**config.mk**
```make
export PLATFORM = sky130hd
export DESIGN_NAME = multicycle_ctrl
export DESIGN_NICKNAME = d
export VERILOG_FILES = /design/src/rtl/multicycle_ctrl_pkg.sv /design/src/rtl/mc_decode.sv /design/src/rtl/multicycle_ctrl.sv
export SDC_FILE = /design/constraint.sdc
export NUM_CORES = 1
export LEC_CHECK = 0
export CAP_MARGIN = 20
export CORE_MARGIN = 5
export CORE_UTILIZATION = 41
export CTS_BUF_LIST = sky130_fd_sc_hd__clkbuf_4 sky130_fd_sc_hd__clkbuf_8 sky130_fd_sc_hd__clkbuf_16
export DETAILED_ROUTE_END_ITERATION = 16
export GPL_TIMING_DRIVEN = 0
export PLACE_DENSITY = 0.89
export SYNTH_ARGS = -nofsm -noshare
export SYNTH_HDL_FRONTEND = slang
export SYNTH_SLANG_ARGS = --single-unit
```
**constraint.sdc**
```tcl
create_clock -name clk -period 4.05 [get_ports clk]
set_input_delay 0.81 -clock clk [delete_from_list [all_inputs] [get_ports clk]]
set_output_delay 0.81 -clock clk [all_outputs]
set_load 0.02 [all_outputs]
```
**src/rtl/multicycle_ctrl_pkg.sv**
```systemverilog
// ----------------------------------------------------------------------------
// multicycle_ctrl_pkg
//   Shared types and encodings for the multicycle MIPS control unit:
//   FSM state enum, opcode/func constants, datapath mux encodings, the
//   decoded instruction class and the bundle of control outputs.
// ----------------------------------------------------------------------------
package multicycle_ctrl_pkg;

    typedef enum logic [2:0] {
        S_FETCH  = 3'd0,
        S_DECODE = 3'd1,
        S_EXEC   = 3'd2,
        S_MEM    = 3'd3,
        S_WB     = 3'd4
    } state_t;

    localparam logic [5:0] OP_R    = 6'h00;
    localparam logic [5:0] OP_J    = 6'h02;
    localparam logic [5:0] OP_JAL  = 6'h03;
    localparam logic [5:0] OP_BEQ  = 6'h04;
    localparam logic [5:0] OP_BNE  = 6'h05;
    localparam logic [5:0] OP_ADDI = 6'h08;
    localparam logic [5:0] OP_ORI  = 6'h0D;
    localparam logic [5:0] OP_LW   = 6'h23;
    localparam logic [5:0] OP_SW   = 6'h2B;

    localparam logic [5:0] FUNC_NOP = 6'h00;

    localparam logic [1:0] PC_SRC_SEQ = 2'd0;  // PC+4
    localparam logic [1:0] PC_SRC_BR  = 2'd1;  // branch target
    localparam logic [1:0] PC_SRC_JMP = 2'd2;  // jump target

    localparam logic [1:0] ALUB_RT   = 2'd0;
    localparam logic [1:0] ALUB_SIMM = 2'd1;
    localparam logic [1:0] ALUB_ZIMM = 2'd2;

    localparam logic [1:0] ALU_ADD  = 2'd0;
    localparam logic [1:0] ALU_SUB  = 2'd1;
    localparam logic [1:0] ALU_FUNC = 2'd2;
    localparam logic [1:0] ALU_OR   = 2'd3;

    localparam logic [1:0] DST_RT  = 2'd0;
    localparam logic [1:0] DST_RD  = 2'd1;
    localparam logic [1:0] DST_R31 = 2'd2;

    typedef enum logic [3:0] {
        IC_ILLEGAL, IC_NOP, IC_R, IC_J, IC_JAL,
        IC_BEQ, IC_BNE, IC_ADDI, IC_ORI, IC_LW, IC_SW
    } iclass_t;

    typedef struct packed {
        logic       imem_req;
        logic       dmem_req;
        logic       dmem_we;
        logic       ir_we;
        logic       pc_we;
        logic [1:0] pc_src;
        logic [1:0] alu_src_b;
        logic [1:0] alu_op;
        logic       reg_we;
        logic [1:0] reg_dst;
        logic       mem_to_reg;
        logic       link;
        logic       illegal;
        logic       instr_done;
    } ctl_t;

endpackage

```
**src/rtl/mc_decode.sv**
```systemverilog
// ----------------------------------------------------------------------------
// mc_decode
//   Pure combinational opcode/func -> instruction class decode.
//   Ports:
//     op     in  OPW    opcode field of IR
//     func   in  FUNCW  R-type func field of IR
//     iclass out        decoded instruction class (IC_ILLEGAL if unknown)
// ----------------------------------------------------------------------------
module mc_decode
    import multicycle_ctrl_pkg::*;
#(
    parameter int OPW   = 6,
    parameter int FUNCW = 6
) (
    input  logic [OPW-1:0]   op,
    input  logic [FUNCW-1:0] func,
    output iclass_t          iclass
);

    always_comb begin
        iclass = IC_ILLEGAL;
        case (op)
            OPW'(OP_R):    iclass = (func == FUNCW'(FUNC_NOP)) ? IC_NOP : IC_R;
            OPW'(OP_J):    iclass = IC_J;
            OPW'(OP_JAL):  iclass = IC_JAL;
            OPW'(OP_BEQ):  iclass = IC_BEQ;
            OPW'(OP_BNE):  iclass = IC_BNE;
            OPW'(OP_ADDI): iclass = IC_ADDI;
            OPW'(OP_ORI):  iclass = IC_ORI;
            OPW'(OP_LW):   iclass = IC_LW;
            OPW'(OP_SW):   iclass = IC_SW;
            default:       iclass = IC_ILLEGAL;
        endcase
    end

endmodule

```
**src/rtl/multicycle_ctrl.sv**
```systemverilog
// ----------------------------------------------------------------------------
// multicycle_ctrl
//   Multicycle MIPS control unit: FETCH/DECODE/EXEC/MEM/WB sequencer with
//   req/ack memory handshakes and a global stall. Outputs are decoded from
//   the current state; write strobes are qualified by acks and by stall.
//   Optional feature macro: MC_PERF_CNT_EN adds cyc_cnt / ret_cnt outputs.
//   Ports:
//     clk, reset (async, active-high)
//     op, func, alu_zero         decode fields / ALU flag
//     stall                      freezes FSM, masks write strobes
//     imem_req/imem_ack          instruction fetch handshake
//     dmem_req/dmem_we/dmem_ack  data memory handshake
//     ir_we, pc_we, pc_src, alu_src_b, alu_op, reg_we, reg_dst,
//     mem_to_reg, link           datapath controls
//     illegal, instr_done        status pulses
//     state_o                    current FSM state
//     cyc_cnt, ret_cnt           perf counters (MC_PERF_CNT_EN only)
// ----------------------------------------------------------------------------
module multicycle_ctrl
    import multicycle_ctrl_pkg::*;
#(
    parameter int OPW   = 6,
    parameter int FUNCW = 6,
    parameter int CNT_W = 32
) (
    input  logic             clk,
    input  logic             reset,
    input  logic [OPW-1:0]   op,
    input  logic [FUNCW-1:0] func,
    input  logic             alu_zero,
    input  logic             stall,
    output logic             imem_req,
    input  logic             imem_ack,
    output logic             dmem_req,
    output logic             dmem_we,
    input  logic             dmem_ack,
    output logic             ir_we,
    output logic             pc_we,
    output logic [1:0]       pc_src,
    output logic [1:0]       alu_src_b,
    output logic [1:0]       alu_op,
    output logic             reg_we,
    output logic [1:0]       reg_dst,
    output logic             mem_to_reg,
    output logic             link,
    output logic             illegal,
    output logic             instr_done,
`ifdef MC_PERF_CNT_EN
    output logic [CNT_W-1:0] cyc_cnt,
    output logic [CNT_W-1:0] ret_cnt,
`endif
    output logic [2:0]       state_o
);

    state_t  state, state_nx;
    iclass_t iclass;
    ctl_t    ctl;

    mc_decode #(.OPW(OPW), .FUNCW(FUNCW)) u_decode (
        .op     (op),
        .func   (func),
        .iclass (iclass)
    );

    always_ff @(posedge clk or posedge reset) begin
        if (reset) state <= S_FETCH;
        else       state <= state_nx;
    end

    always_comb begin
        ctl      = '0;
        state_nx = state;
        case (state)
            S_FETCH: begin
                ctl.imem_req = 1'b1;
                if (imem_ack) begin
                    ctl.ir_we  = 1'b1;
                    ctl.pc_we  = 1'b1;
                    ctl.pc_src = PC_SRC_SEQ;
                    state_nx   = S_DECODE;
                end
            end
            S_DECODE: begin
                case (iclass)
                    IC_J, IC_JAL: begin
                        ctl.pc_we      = 1'b1;
                        ctl.pc_src     = PC_SRC_JMP;
                        ctl.instr_done = 1'b1;
                        if (iclass == IC_JAL) begin
                            ctl.reg_we  = 1'b1;
                            ctl.reg_dst = DST_R31;
                            ctl.link    = 1'b1;
                        end
                        state_nx = S_FETCH;
                    end
                    IC_NOP: begin
                        ctl.instr_done = 1'b1;
                        state_nx       = S_FETCH;
                    end
                    IC_ILLEGAL: begin
                        ctl.illegal = 1'b1;
                        state_nx    = S_FETCH;
                    end
                    default: state_nx = S_EXEC;
                endcase
            end
            S_EXEC: begin
                case (iclass)
                    IC_BEQ, IC_BNE: begin
                        ctl.alu_op     = ALU_SUB;
                        ctl.pc_src     = PC_SRC_BR;
                        // BNE takes the branch when the difference is non-zero
                        ctl.pc_we      = alu_zero ^ (iclass == IC_BNE);
                        ctl.instr_done = 1'b1;
                        state_nx       = S_FETCH;
                    end
                    IC_R: begin
                        ctl.alu_op = ALU_FUNC;
                        state_nx   = S_WB;
                    end
                    IC_ADDI: begin
                        ctl.alu_src_b = ALUB_SIMM;
                        ctl.alu_op    = ALU_ADD;
                        state_nx      = S_WB;
                    end
                    IC_ORI: begin
                        ctl.alu_src_b = ALUB_ZIMM;
                        ctl.alu_op    = ALU_OR;
                        state_nx      = S_WB;
                    end
                    IC_LW, IC_SW: begin
                        ctl.alu_src_b = ALUB_SIMM;
                        ctl.alu_op    = ALU_ADD;
                        state_nx      = S_MEM;
                    end
                    default: state_nx = S_FETCH;  // IR changed under us; recover
                endcase
            end
            S_MEM: begin
                ctl.dmem_req = 1'b1;
                ctl.dmem_we  = (iclass == IC_SW);
                if (dmem_ack) begin
                    if (iclass == IC_SW) begin
                        ctl.instr_done = 1'b1;
                        state_nx       = S_FETCH;
                    end else begin
                        state_nx = S_WB;
                    end
                end
            end
            S_WB: begin
                ctl.reg_we     = 1'b1;
                ctl.reg_dst    = (iclass == IC_R) ? DST_RD : DST_RT;
                ctl.mem_to_reg = (iclass == IC_LW);
                ctl.instr_done = 1'b1;
                state_nx       = S_FETCH;
            end
            default: state_nx = S_FETCH;
        endcase

        // Stall freezes the FSM; req lines are state-decoded so they hold.
        if (stall) begin
            state_nx       = state;
            ctl.ir_we      = 1'b0;
            ctl.pc_we      = 1'b0;
            ctl.reg_we     = 1'b0;
            ctl.illegal    = 1'b0;
            ctl.instr_done = 1'b0;
        end

        // Async reset must silence every output in the reset cycle itself.
        if (reset) ctl = '0;
    end

    assign imem_req   = ctl.imem_req;
    assign dmem_req   = ctl.dmem_req;
    assign dmem_we    = ctl.dmem_we;
    assign ir_we      = ctl.ir_we;
    assign pc_we      = ctl.pc_we;
    assign pc_src     = ctl.pc_src;
    assign alu_src_b  = ctl.alu_src_b;
    assign alu_op     = ctl.alu_op;
    assign reg_we     = ctl.reg_we;
    assign reg_dst    = ctl.reg_dst;
    assign mem_to_reg = ctl.mem_to_reg;
    assign link       = ctl.link;
    assign illegal    = ctl.illegal;
    assign instr_done = ctl.instr_done;
    assign state_o    = state;

`ifdef MC_PERF_CNT_EN
    always_ff @(posedge clk or posedge reset) begin
        if (reset) begin
            cyc_cnt <= '0;
            ret_cnt <= '0;
        end else begin
            cyc_cnt <= cyc_cnt + CNT_W'(1);
            if (ctl.instr_done) ret_cnt <= ret_cnt + CNT_W'(1);
        end
    end
`else
    // CNT_W only sizes the perf counters; keep it referenced when they are absent.
    if (CNT_W < 1) begin : g_cnt_w_unused
    end
`endif

endmodule

```
==> results of run 1 <==
-- through the flow --
| stage | cell area [µm²] | TNS [ns] | hold slack (ns) | utilization |
|---|---|---|---|---|
| 2_1_floorplan | 826 | 0 | 0.670 | - |
| 6_report | 1270 | 0 | 0.650 | 0.653 |
| 5_1_grt | 1270 | -0.0207 | 0.687 | 0.653 |
| 4_1_cts | 1270 | -0.00903 | 0.636 | 0.657 |
| 3_5_place_dp | 1230 | -3.12 | 0.626 | 0.633 |
| 3_3_place_gp | 1230 | -2.71 | 0.632 | 0.633 |
-- routing by layer --
metal	vias up	track usage	part of all wire
met1	525	0.256	0.38
met3	20	0.0218	0.074
met2	62	0.376	0.51
met4	0	0.137	0.036
met5	-	0	0
li1	557	-	-
-- power breakdown --
| group | switching [mW] | internal [mW] |
|---|---|---|
| Sequential | 0.0163 | 0.0390 |
| Combinational | 0.131 | 0.0981 |
| Clock | 0.0170 | 0.0437 |
-- cells in the final DEF, fill, tap and decap left out, drive strengths merged, types with 6 or more instances in the layout --
| cell type | instances |
|---|---|
| nor3 | 8 |
| or2 | 6 |
| clkbuf | 10 |
| nor2 | 15 |
| nand2 | 14 |
| buf | 9 |
| clkdlybuf4s50 | 26 |
| inv | 7 |
-- kinds of logic after synthesis --
kind of cell	Yosys count	share of synthesized area
AO/OA/AOI/OAI	26	0.236
AND/OR/NAND/NOR	77	0.539
XOR/XNOR	3	0.0318
multiplexers	1	0.0121
flip-flops	3	0.0909
buffers and inverters	17	0.0894
-- how the worst max path moves through the flow --
| stage | startpoint | end | slack, ns | cells after the start |
|---|---|---|---|---|
| final | func[3] | alu_op[0] | 0.09 | 8 |
| after global placement | op[5] | pc_we | -0.56 | 10 |
| after detailed placement | op[5] | pc_we | -0.63 | 10 |
| after floorplan | op[5] | pc_we | 0.41 | 7 |
| after global routing | op[4] | pc_we | -0.02 | 9 |
| after CTS | op[3] | pc_we | -0.009 | 9 |
-- area by class of cell --
| type | count | area (µm²) |
|---|---|---|
| plain buffers | 10 | 55.1 |
| clock buffers | 4 | 30.0 |
| fillers | 173 | 673 |
| inverters | 7 | 26.3 |
| multi-input cells | 107 | 698 |
| flip-flops and latches | 3 | 75.1 |
| well taps | 27 | 33.8 |
| repair buffers | 37 | 350 |
-- timing repair --
item / 4_1_cts / 5_1_grt
pin swaps: 0 / 2
setup endpoints to repair: 8 / 7
gates cloned: 0 / 0
resized for setup: 28 / 13
-- worst reg2reg max path, stage by stage (launching register included) --
cell and delay (ns):
dfrtp_1 0.45, inv_1 0.17, nand2_1 0.18, or4b_1 0.56
o211ai_1 0.20
==> flow_summary_export.csv, run 1 <==
group,metric,value,unit
clock_tree,cts_buffer_depth,2,
setup_path,crit_arrival,3.15,ns
hold_path,hold_path_end,"state_o[2]",
clock_tree,cts.htree.levels,1,
route,wl_per_cell,15.4,µm
sta,finalHoldViolCount,0,
floorplan,fp-row-count,16,
global_route,globalRouteOverflowTotal,0,
route,drtPass1Iterations,4,
global_route,grt_pass1_vias,1121,
sta,layout_min_cycle_time,3.96,ns
logic_synthesis,yosys.cell_count.top_type,"nor2_1",
place,dpl_worst_slack,-0.633,ns
logic_synthesis,netlist_area,826,µm²
final_layout,drive_gt1_frac,0.149,
power_and_ir_drop,p_leak,0.491,nW
logic_synthesis,synth_seq_cells,3,
setup_path,crit_family,"simple AND/OR/NAND/NOR gates",
route,drtAntennaViolNets,0,
logic_synthesis,synth_area_leaders,"dfrtp_1 9.1%, nor2_1 6.8%, nand2_1 6.4%",
place,place_congestion,0.881,
floorplan,chipHeight,54.9,µm
global_route,grt_max_degree,11,
clock_tree,cts_made_buffers,3,
floorplan,die_area,0.00301,mm²
power_and_ir_drop,power_density,272,mW/mm²
clock_tree,tritoncts,"done",
logic_synthesis,avgSynthCellArea,6.50,µm²
floorplan,io_pins,39,
hold_path,hp-class,"reg2reg",
final_layout,antenna_cells,0,
setup_path,slowest_delay,0.56,ns
logic_synthesis,netlist_instances,127,
global_route,grt_pass1_wl,4800,µm
power_and_ir_drop,fin_total_pwr,0.345,mW
sta,rsz0062_at_grt,"true",
route,drc,0,
setup_path,crit_buf_inv,2,
logic_synthesis,ys.flop_type,"dfrtp_1",
place,numPlacedInstances,191,
logic_synthesis,synth.net_count,145,
logic_synthesis,yosysTopAreaCellShare,0.0909,
logic_synthesis,ys.warnings.count,0,
logic_synthesis,synth_top_cell_by_area,"dfrtp_1",
setup_path,cp_cell_sequence,"clkdlybuf4s50_1 > or4_1 > o21a_1 > o32a_4 > xnor2_1 > or2_1 > o21bai_1 > buf_2",
clock_tree,postCtsHoldBufs,0,
final_layout,largest_register_ffs,3,
clock_tree,ctsRootBufferMaster,"clkbuf_4",
route,drt-total-wl,3010,µm
logic_synthesis,ys_types,48,
global_route,gr-usage-all-layers,0.219,
hold_path,min_from,"state_o[2]",
setup_path,start_kind,"input pin",
place,dp_hpwl,2250,µm
route,dr_total_vias,1164,
final_layout,fin_cells,195,
sta,max_freq,253,MHz
floorplan,fp.dieW,54.9,µm
route,avgViaCountPerCell,5.97,
setup_path,critPathSlowestCell,"or4_1",
logic_synthesis,synthTopCellsByCount,"15 x nor2_1, 14 x nand2_1, 8 x nor3_1",
sta,slew_headroom,0.699,
clock_tree,clk_pin_slew,0.04,ns
job,cap_viol_max_count,0,
setup_path,reg2regPathDepth,4,
clock_tree,cts_sinks,3,
floorplan,core,0.00194,mm²
sta,post-route-period-util,0.977,
sta,setup_viol,0,
sta,worstMarginPinSlew,0.451,ns
sta,slew_viol_final,0,
clock_tree,post-cts-setup-buffer-count,0,
setup_path,regToRegEndpoint,"state_o[1]",
status,outcome,"finished clean",
final_layout,area_growth,53.6,%
place,portBuffers,37,
floorplan,start_util,0.425,
setup_path,endpoint_kind,"output pin",
setup_path,cp_max_fo,8,
logic_synthesis,postSynth.asyncResetShare,1.00,
power_and_ir_drop,peakVddDrop,0.252,mV
setup_path,regToRegStartpoint,"state_o[2]",
logic_synthesis,ys_seq_area_frac,0.0909,
logic_synthesis,synth_edf_count,0,
hold_path,holdPathStages,2,
sta,fin_ws,0.0949,ns
final_layout,fin_nets,187,
sta,fin_worst_skew,0.00384,ns
route,initialDrtViolationCount,54,
global_route,antenna_found_initial,0,
clock_tree,clock_latency,0.23,ns
setup_path,required,3.24,ns
setup_path,worstSetupPathType,"in2out",
setup_path,r2r_setup_slack,2.40,ns
Power figures use the tool's default switching activity.
==> run 2, diff against run 1 <==
Settings changed: CORE_UTILIZATION 41 to 25, PLACE_DENSITY 0.89 to 0.62.
==> run 2 against run 1 <==
Against the previous run: sequential share of layout area decreased by 0.11 points; cell count increased by 8.7%; clock-buffer cell count unchanged; critical endpoint unchanged; routed wire length decreased by 1.3%; setup slack got worse by 0.019 ns; global-route usage decreased by 9.3 points; via count decreased by 5.5%; critical path type unchanged; maximum frequency decreased by 0.47%; largest cell class unchanged.
==> flow_summary_export.csv, run 2 (synthesis gave the netlist of run 1 again) <==
group,metric,value,unit
job,cap_viol_max_count,0,
sta,setup_viol,0,
setup_path,worstSetupPathType,"in2out",
final_layout,layout_common_cells,"26 x clkdlybuf4s50_1, 15 x nor2_1, 14 x nand2_1",
setup_path,cp_max_fo,8,
global_route,grt_max_degree,11,
final_layout,antenna_cells,0,
sta,fin_worst_skew,0.00788,ns
clock_tree,cts_made_buffers,3,
floorplan,start_util,0.266,
sta,rsz0062_at_grt,"false",
clock_tree,clk_pin_slew,0.04,ns
clock_tree,clock_latency,0.24,ns
setup_path,slowest_delay,0.58,ns
final_layout,largest_register_ffs,3,
global_route,antenna_found_initial,0,
setup_path,required,3.24,ns
power_and_ir_drop,power_density,265,mW/mm²
floorplan,fp.dieW,67.5,µm
power_and_ir_drop,clock_power_share,0.178,
clock_tree,cts_buffer_depth,2,
final_layout,drive_gt1_frac,0.143,
route,avgViaCountPerCell,5.19,
route,drtPass1Iterations,4,
power_and_ir_drop,p_comb_frac,0.665,
sta,fin_ws,0.0762,ns
sta,slew_headroom,0.658,
sta,finalHoldViolCount,0,
power_and_ir_drop,pwr-share-seq,0.158,
power_and_ir_drop,p_sw,0.162,mW
setup_path,critPathSlowestCell,"or4_1",
sta,max_freq,252,MHz
route,drtAntennaViolNets,0,
power_and_ir_drop,p_int,0.180,mW
sta,worstMarginPinSlew,0.513,ns
power_and_ir_drop,p_leak,0.487,nW
setup_path,crit_family,"simple AND/OR/NAND/NOR gates",
global_route,grt_pass1_wl,4620,µm
floorplan,fp-row-count,20,
place,portBuffers,37,
final_layout,final_common_cell,"clkdlybuf4s50_1",
place,place_congestion,0.915,
setup_path,endpoint_kind,"output pin",
global_route,gr-usage-all-layers,0.126,
final_layout,area_growth,56.7,%
sta,layout_min_cycle_time,3.97,ns
power_and_ir_drop,peakVddDrop,0.126,mV
clock_tree,cts_sinks,3,
clock_tree,ctsRootBufferMaster,"clkbuf_4",
place,placed_area,0.00125,mm²
setup_path,cp_cell_sequence,"clkdlybuf4s50_1 > or4_1 > o21a_1 > o32a_4 > xnor2_1 > or2_1 > o21bai_1 > buf_4",
sta,post-route-period-util,0.981,
place,dp_hpwl,2340,µm
setup_path,crit_arrival,3.16,ns
final_layout,fin_nets,187,
setup_path,crit_buf_inv,2,
global_route,globalRouteOverflowTotal,0,
floorplan,die_area,0.00455,mm²
sta,slew_viol_final,0,
sta,worst_hold_slack,0.647,ns
floorplan,io_pins,39,
floorplan,core,0.00310,mm²
global_route,grt_pass1_vias,1022,
clock_tree,cts.htree.levels,1,
setup_path,start_kind,"input pin",
route,wl_per_cell,14.0,µm
status,outcome,"finished clean",
clock_tree,post-cts-setup-buffer-count,0,
route,drc,0,
power_and_ir_drop,sw_frac_of_total,0.473,
clock_tree,tritoncts,"done",
hold_path,hp-class,"reg2reg",
floorplan,chipHeight,67.5,µm
final_layout,stdcell_area,0.00129,mm²
place,dpl_worst_slack,-0.627,ns
route,drt-total-wl,2970,µm
setup_path,r2r_setup_slack,2.40,ns
route,dr_total_vias,1100,
sta,fin_tns_setup,0,ns
route,initialDrtViolationCount,82,
-- run 2: final cells by class --
type / count / area, µm²
inverter: 7 / 26.3
clock buffer: 4 / 30.0
buffer: 10 / 55.1
fill: 350 / 1810
sequential: 3 / 75.1
tap: 44 / 55.1
timing repair buffer: 37 / 353
multi-input combinational: 107 / 699
-- run 2: power groups by stage --
| stage | Clock, mW | Sequential [mW] | Combinational, mW |
|---|---|---|---|
| 2_1_floorplan | 0 | 0.0620 | 0.131 |
| 3_3_place_gp | 0 | 0.0538 | 0.223 |
| 3_5_place_dp | 0 | 0.0543 | 0.224 |
| 4_1_cts | 0.0621 | 0.0536 | 0.226 |
| 5_1_grt | 0.0631 | 0.0555 | 0.244 |
| 6_report | 0.0609 | 0.0540 | 0.228 |
-- run 2: final timing paths --
check | end | depth (start not counted) | startpoint
worst max-delay path | alu_op[0] | 8 | func[3]
worst min-delay path | state_o[1] | 2 | state_o[1]
worst max register to register | state_o[1] | 4 | state_o[2]
worst min register to register | state_o[1] | 2 | state_o[1]
max in group asynchronous | state_o[1] | 3 | reset
min in group asynchronous | state_o[0] | 3 | reset
-- run 2: tightest hold or removal path, delay by kind of cell (launching register included) --
kind | cells | cell delay [ns]
DFF | 1 | 0.44
AOI/OAI and AO/OA | 1 | 0.08
and+or+nand+nor | 1 | 0.07
-- run 2: metal layers --
| metal | GRT usage | wire, µm | up-vias |
|---|---|---|---|
| met2 | 0.214 | 1360 | 42 |
| met1 | 0.170 | 1400 | 504 |
| met3 | 0.0166 | 201 | 2 |
| met4 | 0.0203 | 12 | 0 |
| met5 | 0 | 0 | - |
| li1 | - | - | 552 |
-- run 2: repair_timing --
item / CTS / global route
resized for setup: 32 / 7
endpoints found under the setup margin: 8 / 5
cloned: 0 / 0
hold buffers: 0 / 0
-- run 2: per-stage QoR --
| stage | total power [mW] | utilization | instances |
|---|---|---|---|
| detailed placement | 0.279 | 0.403 | 208 |
| global route | 0.362 | 0.417 | 212 |
| floorplan | 0.193 | - | 127 |
| CTS | 0.341 | 0.415 | 212 |
| global placement | 0.277 | 0.403 | 208 |
| finish | 0.343 | 0.417 | 212 |
